`src/rtl/bitmap_ram_writer.sv`:
```
// rtl/bitmap_ram_writer.sv - unpacks a byte stream MSB-first into 1-bit bitmap RAM writes
//
// Fills one frame of a 1-bit-wide bitmap RAM starting at address 0. Each
// accepted byte becomes up to eight single-bit writes at incrementing
// addresses, bit 7 first. The frame ends after exactly FRAME_BITS writes.
//
// Ports:
//   clk      system clock, rising edge
//   rst      asynchronous active-high reset
//   start_i  begin a frame fill (honoured only in IDLE)
//   abort_i  return to IDLE on the next edge, no done pulse
//   data_i   packed pixel byte, bit 7 = first pixel
//   valid_i  data_i valid
//   ready_o  byte accepted this cycle when valid_i is high (combinational)
//   we_o     RAM write enable (registered)
//   waddr_o  RAM write address (registered)
//   wdata_o  RAM write data (registered)
//   busy_o   frame fill in progress (registered)
//   done_o   one-cycle pulse after the final write (registered)
module bitmap_ram_writer #(
  parameter int ADDR_WIDTH = 17,
  parameter int FRAME_BITS = 76800
) (
  input  logic                  clk,
  input  logic                  rst,
  input  logic                  start_i,
  input  logic                  abort_i,
  input  logic [7:0]            data_i,
  input  logic                  valid_i,
  output logic                  ready_o,
  output logic                  we_o,
  output logic [ADDR_WIDTH-1:0] waddr_o,
  output logic                  wdata_o,
  output logic                  busy_o,
  output logic                  done_o
);

  typedef enum logic [1:0] {IDLE, WAIT_BYTE, SHIFT, DONE} state_t;

  // One extra bit so the "next pixel" index can represent FRAME_BITS itself.
  localparam logic [ADDR_WIDTH:0] FRAME_END = (ADDR_WIDTH+1)'(FRAME_BITS);
  localparam logic [ADDR_WIDTH:0] EIGHT     = (ADDR_WIDTH+1)'(8);

  state_t                state;
  logic [ADDR_WIDTH:0]   idx;    // next pixel to be written
  logic [7:0]            shreg;  // remaining bits of the current byte, next at [7]
  logic [2:0]            cnt;    // writes still to come for the current byte

  logic                  pixels_left;
  logic                  last_bit;
  logic                  accept;
  logic [ADDR_WIDTH:0]   rem;
  logic [2:0]            first_cnt;

  assign pixels_left = (idx != FRAME_END);
  assign last_bit    = (state == SHIFT) && (cnt == 3'd0);
  // Ready during a byte's final write cycle keeps the stream bubble-free.
  assign ready_o     = (state == WAIT_BYTE) || (last_bit && pixels_left);
  assign accept      = valid_i && ready_o;

  // The final byte may carry fewer than eight real pixels; its low bits are dropped.
  assign rem       = FRAME_END - idx;
  assign first_cnt = (rem >= EIGHT) ? 3'd7 : (rem[2:0] - 3'd1);

  always_ff @(posedge clk or posedge rst) begin
    if (rst) begin
      state   <= IDLE;
      idx     <= '0;
      shreg   <= '0;
      cnt     <= '0;
      we_o    <= 1'b0;
      waddr_o <= '0;
      wdata_o <= 1'b0;
      busy_o  <= 1'b0;
      done_o  <= 1'b0;
    end else if (abort_i) begin
      // Abort wins over start and byte acceptance; the in-flight byte is dropped.
      state  <= IDLE;
      we_o   <= 1'b0;
      busy_o <= 1'b0;
      done_o <= 1'b0;
    end else begin
      case (state)
        IDLE: begin
          we_o   <= 1'b0;
          done_o <= 1'b0;
          if (start_i) begin
            state  <= WAIT_BYTE;
            idx    <= '0;
            busy_o <= 1'b1;
          end
        end
        WAIT_BYTE: begin
          if (accept) begin
            state   <= SHIFT;
            we_o    <= 1'b1;
            wdata_o <= data_i[7];
            waddr_o <= idx[ADDR_WIDTH-1:0];
            shreg   <= {data_i[6:0], 1'b0};
            idx     <= idx + 1'b1;
            cnt     <= first_cnt;
          end else begin
            we_o <= 1'b0;
          end
        end
        SHIFT: begin
          if (cnt != 3'd0) begin
            we_o    <= 1'b1;
            wdata_o <= shreg[7];
            waddr_o <= idx[ADDR_WIDTH-1:0];
            shreg   <= {shreg[6:0], 1'b0};
            idx     <= idx + 1'b1;
            cnt     <= cnt - 3'd1;
          end else if (!pixels_left) begin
            state  <= DONE;
            we_o   <= 1'b0;
            busy_o <= 1'b0;
            done_o <= 1'b1;
          end else if (accept) begin
            we_o    <= 1'b1;
            wdata_o <= data_i[7];
            waddr_o <= idx[ADDR_WIDTH-1:0];
            shreg   <= {data_i[6:0], 1'b0};
            idx     <= idx + 1'b1;
            cnt     <= first_cnt;
          end else begin
            state <= WAIT_BYTE;
            we_o  <= 1'b0;
          end
        end
        DONE: begin
          done_o <= 1'b0;
          state  <= IDLE;
        end
        default: state <= IDLE;
      endcase
    end
  end

endmodule

```
`config.mk`:
```
export PLATFORM = sky130hd
export DESIGN_NAME = bitmap_ram_writer
export DESIGN_NICKNAME = d
export VERILOG_FILES = /design/src/rtl/bitmap_ram_writer.sv
export SDC_FILE = /design/constraint.sdc
export NUM_CORES = 1
export LEC_CHECK = 0
export CELL_PAD_IN_SITES_DETAIL_PLACEMENT = 0
export CELL_PAD_IN_SITES_GLOBAL_PLACEMENT = 1
export CORE_MARGIN = 2
export CORE_UTILIZATION = 44
export DETAILED_ROUTE_END_ITERATION = 10
export PLACE_DENSITY_LB_ADDON = 0.05
export SYNTH_ARGS = -nofsm -noshare
export SYNTH_HDL_FRONTEND = slang
export SYNTH_SLANG_ARGS = --single-unit
```
`constraint.sdc`:
```
create_clock -name clk -period 3.3 [get_ports clk]
set_input_delay 0.99 -clock clk [delete_from_list [all_inputs] [get_ports clk]]
set_output_delay 0.99 -clock clk [all_outputs]
set_load 0.03 [all_outputs]
```
==> results of run 1 <==
## kinds of logic (layout without fill, tap and decap cells)
family | count (synthesis) | in the layout
adders and majority gates | 8 | 8
buffers and inverters | 40 | 99
DFF | 52 | 52
and+or+nand+nor | 153 | 153
xor gates and xnor gates | 3 | 3
AOI/OAI and AO/OA | 98 | 98
muxes | 16 | 16
## final cells by class
type | instances | area (sq um) | share of cell area [%]
sequential | 52 | 1301 | 31.61
clock inverter | 2 | 17.52 | 0.4255
inverter | 12 | 45.04 | 1.094
timing repair buffer | 79 | 691.9 | 16.81
tap | 99 | 123.9 | 3.009
clock buffer | 6 | 82.58 | 2.006
multi-input combinational | 278 | 1854 | 45.05
## power groups by stage
| stage | combinational (mW) | clock (mW) | sequential, mW |
|---|---|---|---|
| 2_1_floorplan | 0.752 | 0 | 0.884 |
| 3_3_place_gp | 1.24 | 0 | 0.821 |
| 3_5_place_dp | 1.24 | 0 | 0.825 |
| 4_1_cts | 1.27 | 0.424 | 0.814 |
| 5_1_grt | 1.39 | 0.442 | 0.828 |
| 6_report | 1.27 | 0.406 | 0.814 |
## registers in the layout (all words and copies together) (netlist names)
signal / count
busy_o: 1
done_o: 1
shreg: 8
waddr_o: 17
wdata_o: 1
state: 2
idx: 18
cnt: 3
we_o: 1
## cells in the final DEF, fill, tap and decap left out, types with 7 or more instances in the layout
| cell | n |
|---|---|
| buf_4 | 44 |
| dfrtp_1 | 52 |
| a2bb2oi_1 | 9 |
| and2_1 | 9 |
| ha_1 | 7 |
| a21oi_1 | 18 |
| inv_1 | 8 |
| o22ai_1 | 8 |
| nand2_1 | 31 |
| nand4_1 | 11 |
| mux2_2 | 8 |
| nor3_1 | 16 |
| o21ai_0 | 20 |
| clkdlybuf4s50_1 | 33 |
| nand3_1 | 13 |
| nor2_1 | 27 |
## through the flow
step           hold WS (ns)  area (sq um)  setup TNS (ns)
6_report             0.4854          4116               0
5_1_grt              0.5255          4116               0
4_1_cts              0.4958          4101               0
3_5_place_dp         0.4709          3979         -0.2131
3_3_place_gp         0.4613          3979         -0.2055
2_1_floorplan        0.4539          3314               0
## worst max path at each step
stage	startpoint	endpoint	slack, ns	depth (start not counted)
after global routing	idx[1]	ready_o	0.005	7
after CTS	idx[1]	ready_o	0.04	7
after detailed placement	idx[0]	ready_o	-0.21	7
after global placement	idx[0]	ready_o	-0.21	7
after floorplan	idx[0]	ready_o	0.09	8
final	idx[1]	ready_o	0.09	7
## routing by layer
metal	vias to the layer above	global-route usage (%)	share of wire (%)
li1	1489	-	-
met5	-	0	0
met1	1495	34.53	49
met3	6	2.671	3.7
met2	88	35.14	46
met4	0	4.798	0.79
## worst max-delay path, cell delays in order, from the launching register on
cell and delay (ns):
dfrtp_1 0.40, inv_2 0.06, ha_2 0.18, or4b_4 0.49, nor4_4 0.29, a21boi_2 0.11, or2_4 0.24, buf_6 0.13
## repair_timing
item	4_1_cts	5_1_grt
pin swaps	3	2
endpoints found under the hold margin	0	0
setup endpoints to repair	1	1
setup buffers	0	2
resized for setup	15	0
==> results.cfg, run 1 <==
[run_status]
status = finished, final reports clean

[synthesis]
yosysTopAreaCell = dfrtp_1
synth-seq-cells = 52
yosysSeqAreaShare_pct = 39.26
ys_types = 68
async_flop_share_pct = 100.0
syn_nets = 391
synthAdderAreaFrac_pct = 3.020
yosys.area_share.simple_pct = 25.41
netlist_top_cells_area = dfrtp_1 (39%), nand2_1 (3.5%), nor2_1 (3.1%)
synth_flop_cell = dfrtp_1
synth_top_family_by_area = simple AND/OR/NAND/NOR gates
synth_area_sq_um = 3314
ys_warn_count = 0
synth_top_area_share_pct = 39.26
avgSynthCellArea_sq_um = 8.958
yosys-top-cells-count = dfrtp_1 (52), nand2_1 (31), nor2_1 (27)
synth_xor_area_share_pct = 0.7928
synth_edf_count = 0
synth-compound-area-share_pct = 20.80
synth.most_common_cell = dfrtp_1
synthMuxAreaShare_pct = 5.285
synthCells = 370

[timing]
post-route-period-util_pct = 97.21
slew_headroom_pct = 44.98
skew_ns = 0.007717
rsz0062_at_grt = false
final_hold_viol_count = 0
setup_ws_ns = 0.09194
min_period_ns = 3.208
finalSetupViolCount = 0
tightestPinTransition_ns = 0.8167
maxSlewViolCount = 0
fmax_mhz = 311.7

[pwr]
power.switching_mw = 1.024
power.leakage_nw = 1.800
p_clk_share_pct = 16.3
p_int_mw = 1.469
pwr-share-comb_pct = 51.1
p_seq_share_pct = 32.6
switching_share_pct = 41.08
power_mw = 2.494
ir_drop_mv = 0.3569
pwr_density_cell_nw_per_um2 = 605.8

[routing]
wl_per_cell_um = 17.27
num_vias = 3078
drt_first_pass_iters = 4
wl_um = 9119
drc = 0
avgViaCountPerCell = 5.830
drtIter0Drc = 192
final_antenna_net_count = 0

[clock_tree]
htree_levels = 2
cts_buffers = 5
ctsHoldBuffers = 0
clkSinkCount = 52
cts_tree = done
clkLatencyLatePin_ns = 0.31
path_clk_slew_ns = 0.10
root_buffer = clkbuf_8
cts_max_path_buffers = 2

[floorplanning]
core_area_sq_um = 7292
rows = 31
io-pin-count = 35
dieArea_sq_um = 8243
initial_core_util_pct = 45.45
die_x_um = 90.79
die_h_um = 90.79

[layout]
drive_gt1_share_pct = 19.11
fin_nets = 449
area_growth_pct = 24.20
antenna_cells = 0
fin_cells = 528
final_util_pct = 56.45
fillCellCount = 713

[critical_path]
crit_path_max_fanout = 2
end_kind = primary output
r2r-end = cnt[1]
regToRegSetupSlack_ns = 0.37
required_ns = 2.31
reg2regPathDepth = 9
critPathLaunchType = flop
cp_data_arrival_time_ns = 2.22
r2r-start = idx[1]
crit_type = flop to primary output

[global_route]
grt_pass1_vias = 2905
grt_max_degree = 24
antenna_found_initial = 0
grtUsageTotal_pct = 22.81
grt_first_pass_wirelength_um = 15220
grt-ovfl-total = 0

[placed_design]
io_buffers = 34
post-place-ws_ns = -0.2131
place_inst = 518
dp_hpwl_um = 6754
place_congestion = 0.7822

[hold_path]
hp-class = flop to flop
hold_start = waddr_o[3]
min_path_cells = 2
whs_endpoint = waddr_o[3]

[job]
cap_viol_max_count = 0
Power figures use the tool's default switching activity.
==> inputs of run 2 (changes only) <==
--- a/config.mk
+++ b/config.mk
@@ -5,12 +5,14 @@
 export SDC_FILE = /design/constraint.sdc
 export NUM_CORES = 1
 export LEC_CHECK = 0
+export ABC_AREA = 1
 export CELL_PAD_IN_SITES_DETAIL_PLACEMENT = 0
 export CELL_PAD_IN_SITES_GLOBAL_PLACEMENT = 1
 export CORE_MARGIN = 2
-export CORE_UTILIZATION = 44
+export CORE_UTILIZATION = 43
 export DETAILED_ROUTE_END_ITERATION = 10
-export PLACE_DENSITY_LB_ADDON = 0.05
+export PLACE_DENSITY = 0.86
+export SLEW_MARGIN = 20
 export SYNTH_ARGS = -nofsm -noshare
 export SYNTH_HDL_FRONTEND = slang
 export SYNTH_SLANG_ARGS = --single-unit
==> run 2 against run 1 <==
  * Fmax up 5.5%
  * Synthesized cell count up 41%
  * Worst hold slack better by 0.0028 ns
  * Non-clock buffer count down 38
  * Largest cell class unchanged
==> results.cfg, run 2 <==
[critical_path]
end_kind = primary output
crit_slowest_cell = dfrtp_1
cp_common_cell = nor2_4
crit_path_max_fanout = 8
critPathBufInv = 2
crit_path_cell_trace = inv_2 -> ha_1 -> nand2_2 -> nor2_4 -> nand3_2 -> nor2_4 -> o21ai_4 -> clkbuf_2
worst_path_largest_cell_delay_ns = 0.47
crit_type = flop to primary output
required_ns = 2.31
path_delay_family = simple AND/OR/NAND/NOR gates
cp_data_arrival_time_ns = 2.05
critPathLaunchType = flop

[clock_tree]
path_clk_slew_ns = 0.11
post_cts_buffers = 0
cts_buffers = 5
root_buffer = clkbuf_8
clkLatencyLatePin_ns = 0.32
clkSinkCount = 52
cts_max_path_buffers = 2
htree_levels = 2
cts_tree = done

[layout]
final_cell_mix = nand2_1 (166), dfrtp_1 (52), inv_1 (47)
largest_reg_flops = 18
antenna_cells = 0
layout_commonest_cell = nand2_1
fin_area_sq_um = 4267
fin_nets = 574
reg_top3 = idx (18), waddr_o (17), shreg (8)
fillCellCount = 853
area_growth_pct = 12.36
regMostFlops = idx
drive_gt1_share_pct = 18.95

[routing]
num_vias = 3368
wl_um = 9072
wl_per_cell_um = 13.70
avgViaCountPerCell = 5.088
drtIter0Drc = 175
final_antenna_net_count = 0
drt_first_pass_iters = 4
drc = 0

[timing]
slew_headroom_pct = 59.10
maxSlewViolCount = 0
post-route-period-util_pct = 92.18
rsz0062_at_grt = false
skew_ns = 0.01904
setup_tns_ns = 0
tightestPinTransition_ns = 0.6112
min_period_ns = 3.042
finalSetupViolCount = 0
fmax_mhz = 328.7
final_hold_viol_count = 0

[floorplanning]
core_area_sq_um = 8636
dieArea_sq_um = 9599
rows = 34
die_x_um = 97.98
die_h_um = 97.98
io-pin-count = 35
initial_core_util_pct = 43.97

[synthesis]
yosys-top-cells-count = nand2_1 (166), dfrtp_1 (52), inv_1 (48)
synth_edf_count = 0
yosysTopAreaCell = dfrtp_1
ys_warn_count = 0
synth_flop_cell = dfrtp_1
syn_nets = 541
async_flop_share_pct = 100.0
synth_top_area_share_pct = 34.27
synth.most_common_cell = nand2_1
yosysSeqAreaShare_pct = 34.27
synth_area_sq_um = 3797
synthCells = 520
synth-seq-cells = 52
netlist_top_cells_area = dfrtp_1 (34%), nand2_1 (16%), inv_1 (4.7%)
ys_types = 36
avgSynthCellArea_sq_um = 7.303

[placed_design]
io_buffers = 34
dp_hpwl_um = 6736
placed_area_sq_um = 4160
place_congestion = 0.8503

[pwr]
pwr_density_cell_nw_per_um2 = 753.8
power.leakage_nw = 2.017
ir_drop_mv = 0.4403

[global_route]
top_usage_layer = met2
grt_pass1_vias = 3292
grt_first_pass_wirelength_um = 15600
gr-usage-met1_pct = 26.60
grtUsageTotal_pct = 19.61
antenna_found_initial = 0
grt-ovfl-total = 0
met2_usage_pct = 32.56
grtUsageMet3_pct = 3.364
grt_max_degree = 43

[job]
cap_viol_max_count = 0

[hold_path]
hp-class = flop to flop

[run_status]
status = finished, final reports clean
==> run 2: logic make-up (layout without fill, tap and decap cells) <==
group                      Yosys count  count (layout)  synth area share (%)
and+or+nand+nor                    299             299                 37.07
AOI/OAI and AO/OA                   80              80                 14.37
xor gates and xnor gates             6               6                 1.384
buffers and inverters               75             109                 10.28
adders and majority gates            8               8                 2.636
DFF                                 52              52                 34.27
==> run 2: layout make-up <==
type | instances | area (sq um) | area share (%)
clock buffers | 6 | 72.57 | 1.701
inverters | 60 | 225.2 | 5.279
repair buffers | 41 | 387.9 | 9.091
flip-flops and latches | 52 | 1301 | 30.50
multi-input cells | 393 | 2106 | 49.35
well taps | 108 | 135.1 | 3.167
clock inverters | 2 | 38.79 | 0.9091
==> run 2: worst register-to-register path, delay by kind of cell (launching register included) <==
kind,cells,cell delay [ns]
compound gates,2,0.17
fa+ha+maj,1,0.23
buf+inv,1,0.21
flops,1,0.47
simple gates,8,1.31
==> run 2: path summary, 6_finish.rpt <==
path / slack, ns / from / to / cells after the start
max: 0.26 / idx[0] / ready_o / 8
min: 0.49 / waddr_o[15] / waddr_o[15] / 2
max reg2reg: 0.83 / idx[0] / waddr_o[16] / 12
min reg2reg: 0.49 / waddr_o[15] / waddr_o[15] / 2
max in group asynchronous: 1.68 / rst / state[0] / 3
min in group asynchronous: 0.97 / rst / waddr_o[5] / 2
==> run 2: routing by layer <==
metal  vias up  routed length, um
met1      1553               4306
li1       1729                  -
met2        75               4214
met4         0                166
met3        11                385
met5         -                  0
==> run 2: power breakdown <==
| part | total, mW | switching (mW) | internal (mW) |
|---|---|---|---|
| Clock | 0.467 | 0.237 | 0.230 |
| Combinational | 1.83 | 1.22 | 0.611 |
| Sequential | 0.923 | 0.119 | 0.804 |
==> run 2: what timing repair did <==
item / CTS / global route
setup endpoints to repair: 1 / 1
pin swaps: 0 / 0
gates resized for setup: 1 / 2
hold buffers: 0 / 0
==> run 2: through the flow <==
stage	setup WS [ns]	instances	utilization (%)	hold WS (ns)	total power, mW
after global routing	0.1433	662	49.41	0.5139	3.474
final	0.2582	662	49.41	0.4883	3.216
after CTS	0.08816	662	49.45	0.4933	3.242
after floorplan	0.8996	520	-	0.4614	2.364
after detailed placement	0.1959	654	48.17	0.4680	2.766
after global placement	0.2416	654	48.17	0.4648	2.748
==> inputs of run 3 (changes only) <==
--- a/config.mk
+++ b/config.mk
@@ -5,11 +5,11 @@
 export SDC_FILE = /design/constraint.sdc
 export NUM_CORES = 1
 export LEC_CHECK = 0
-export ABC_AREA = 1
+export ABC_AREA = 0
 export CELL_PAD_IN_SITES_DETAIL_PLACEMENT = 0
 export CELL_PAD_IN_SITES_GLOBAL_PLACEMENT = 1
 export CORE_MARGIN = 2
-export CORE_UTILIZATION = 43
+export CORE_UTILIZATION = 44
 export DETAILED_ROUTE_END_ITERATION = 10
 export PLACE_DENSITY = 0.86
 export SLEW_MARGIN = 20
==> run 3 against run 2 <==
  * Wire length grew 2.7%
  * Clock skew shrank 0.013 ns
  * Fmax shrank 4.7%
  * Final area shrank 3.9%
  * Register-to-register slack lost 0.42 ns
  * Critical path depth shrank 1
  * First-iteration DRC count grew 15%
  * Non-clock buffer count grew 37
  * Highest routed layer unchanged
==> results.cfg, run 3 (synthesized netlist as in run 1, its figures left out) <==
[run_status]
status = finished, final reports clean

[routing]
wl_per_cell_um = 17.69
drt_first_pass_iters = 5
avgViaCountPerCell = 6.032
drtIter0Drc = 202
wl_um = 9320
drc = 0
num_vias = 3179
final_antenna_net_count = 0

[clock_tree]
clkSinkCount = 52
cts_buffers = 5
cts_max_path_buffers = 2
clkLatencyLatePin_ns = 0.32
htree_levels = 2
cts_tree = done
root_buffer = clkbuf_8
path_clk_slew_ns = 0.11

[layout]
fin_area_sq_um = 4099
final_cell_mix = dfrtp_1 (52), buf_4 (44), clkdlybuf4s50_1 (33)
antenna_cells = 0
reg_top3 = idx (18), waddr_o (17), shreg (8)
regMostFlops = idx
drive_gt1_share_pct = 18.93
fin_nets = 448
largest_reg_flops = 18
area_growth_pct = 23.67
final_util_pct = 56.21
layout_commonest_cell = dfrtp_1

[critical_path]
crit_path_max_fanout = 2
required_ns = 2.31
end_kind = primary output
critPathLaunchType = flop
cp_data_arrival_time_ns = 2.20
crit_type = flop to primary output

[floorplanning]
initial_core_util_pct = 45.45
die_x_um = 90.79
io-pin-count = 35
core_area_sq_um = 7292
dieArea_sq_um = 8243
die_h_um = 90.79
rows = 31

[placed_design]
io_buffers = 34
placed_area_sq_um = 3959
dp_hpwl_um = 6907
place_congestion = 0.8542

[global_route]
grt-ovfl-total = 0
grt_first_pass_wirelength_um = 15190
grtUsageTotal_pct = 22.79
gr-usage-met1_pct = 31.78
grt_pass1_vias = 3042
met2_usage_pct = 36.19
antenna_found_initial = 0
grt_max_degree = 20
top_usage_layer = met2
grtUsageMet3_pct = 2.588

[job]
cap_viol_max_count = 0

[pwr]
power.leakage_nw = 1.790
power_mw = 2.477
ir_drop_mv = 0.2953
pwr_density_cell_nw_per_um2 = 604.3

[timing]
setup_tns_ns = 0
fmax_mhz = 313.3
slew_headroom_pct = 51.80
holdWs_ns = 0.4895
post-route-period-util_pct = 96.72
skew_ns = 0.006126
finalSetupViolCount = 0
tightestPinTransition_ns = 0.7164
min_period_ns = 3.192
maxSlewViolCount = 0
final_hold_viol_count = 0
rsz0062_at_grt = false

[hold_path]
hp-class = flop to flop
[run 3: path summary, 6_finish.rpt]
path / start / to / slack, ns / cells past startpoint
setup / recovery: idx[1] / ready_o / 0.11 / 7
max in group asynchronous: rst / idx[15] / 1.77 / 3
setup reg to reg: idx[1] / cnt[1] / 0.41 / 9
min in group asynchronous: rst / shreg[1] / 0.95 / 2
hold / removal: waddr_o[0] / waddr_o[0] / 0.49 / 2
hold reg to reg: waddr_o[0] / waddr_o[0] / 0.49 / 2
[run 3: per-stage QoR]
| step | std cells | setup WS [ns] |
|---|---|---|
| after floorplan | 370 | 0.08834 |
| after global placement | 517 | -0.1615 |
| after detailed placement | 517 | -0.1339 |
| after CTS | 526 | 0.009426 |
| after global routing | 527 | 0.04427 |
| final | 527 | 0.1084 |
[run 3: area by class of cell]
cell class	instances	area (sq um)
fillers	688	3193
flip-flops and latches	52	1301
clock buffers	5	68.82
multi-input cells	278	1854
clock inverters	3	33.78
well taps	99	123.9
repair buffers	78	671.9
inverters	12	45.04
[run 3: what timing repair did]
action / in CTS / in global routing
setup endpoints to repair: 1 / 1
hold endpoints to repair: 0 / 0
resized for setup: 12 / 3
buffers inserted: 1 / 1
hold buffers: 0 / 0
pin swaps: 2 / 2
[run 3: report_power, final]
| group | switching, mW | leakage [nW] | internal [mW] |
|---|---|---|---|
| logic | 0.721 | 1.05 | 0.525 |
| registers | 0.0707 | 0.692 | 0.748 |
| clock network | 0.252 | 0.0515 | 0.160 |
[run 3: critical path: stages, from the launching register on]
cell      delay [ns]
dfrtp_1         0.40
inv_2           0.06
ha_2            0.17
or4b_4          0.49
nor4_4          0.28
a21boi_2        0.10
or2_4           0.24
buf_6           0.14
[run 3: routing by layer]
metal,up-vias,part of all wire [%]
met5,-,0
met4,0,3.0
met3,26,5.3
met2,123,47
met1,1543,45
li1,1487,-
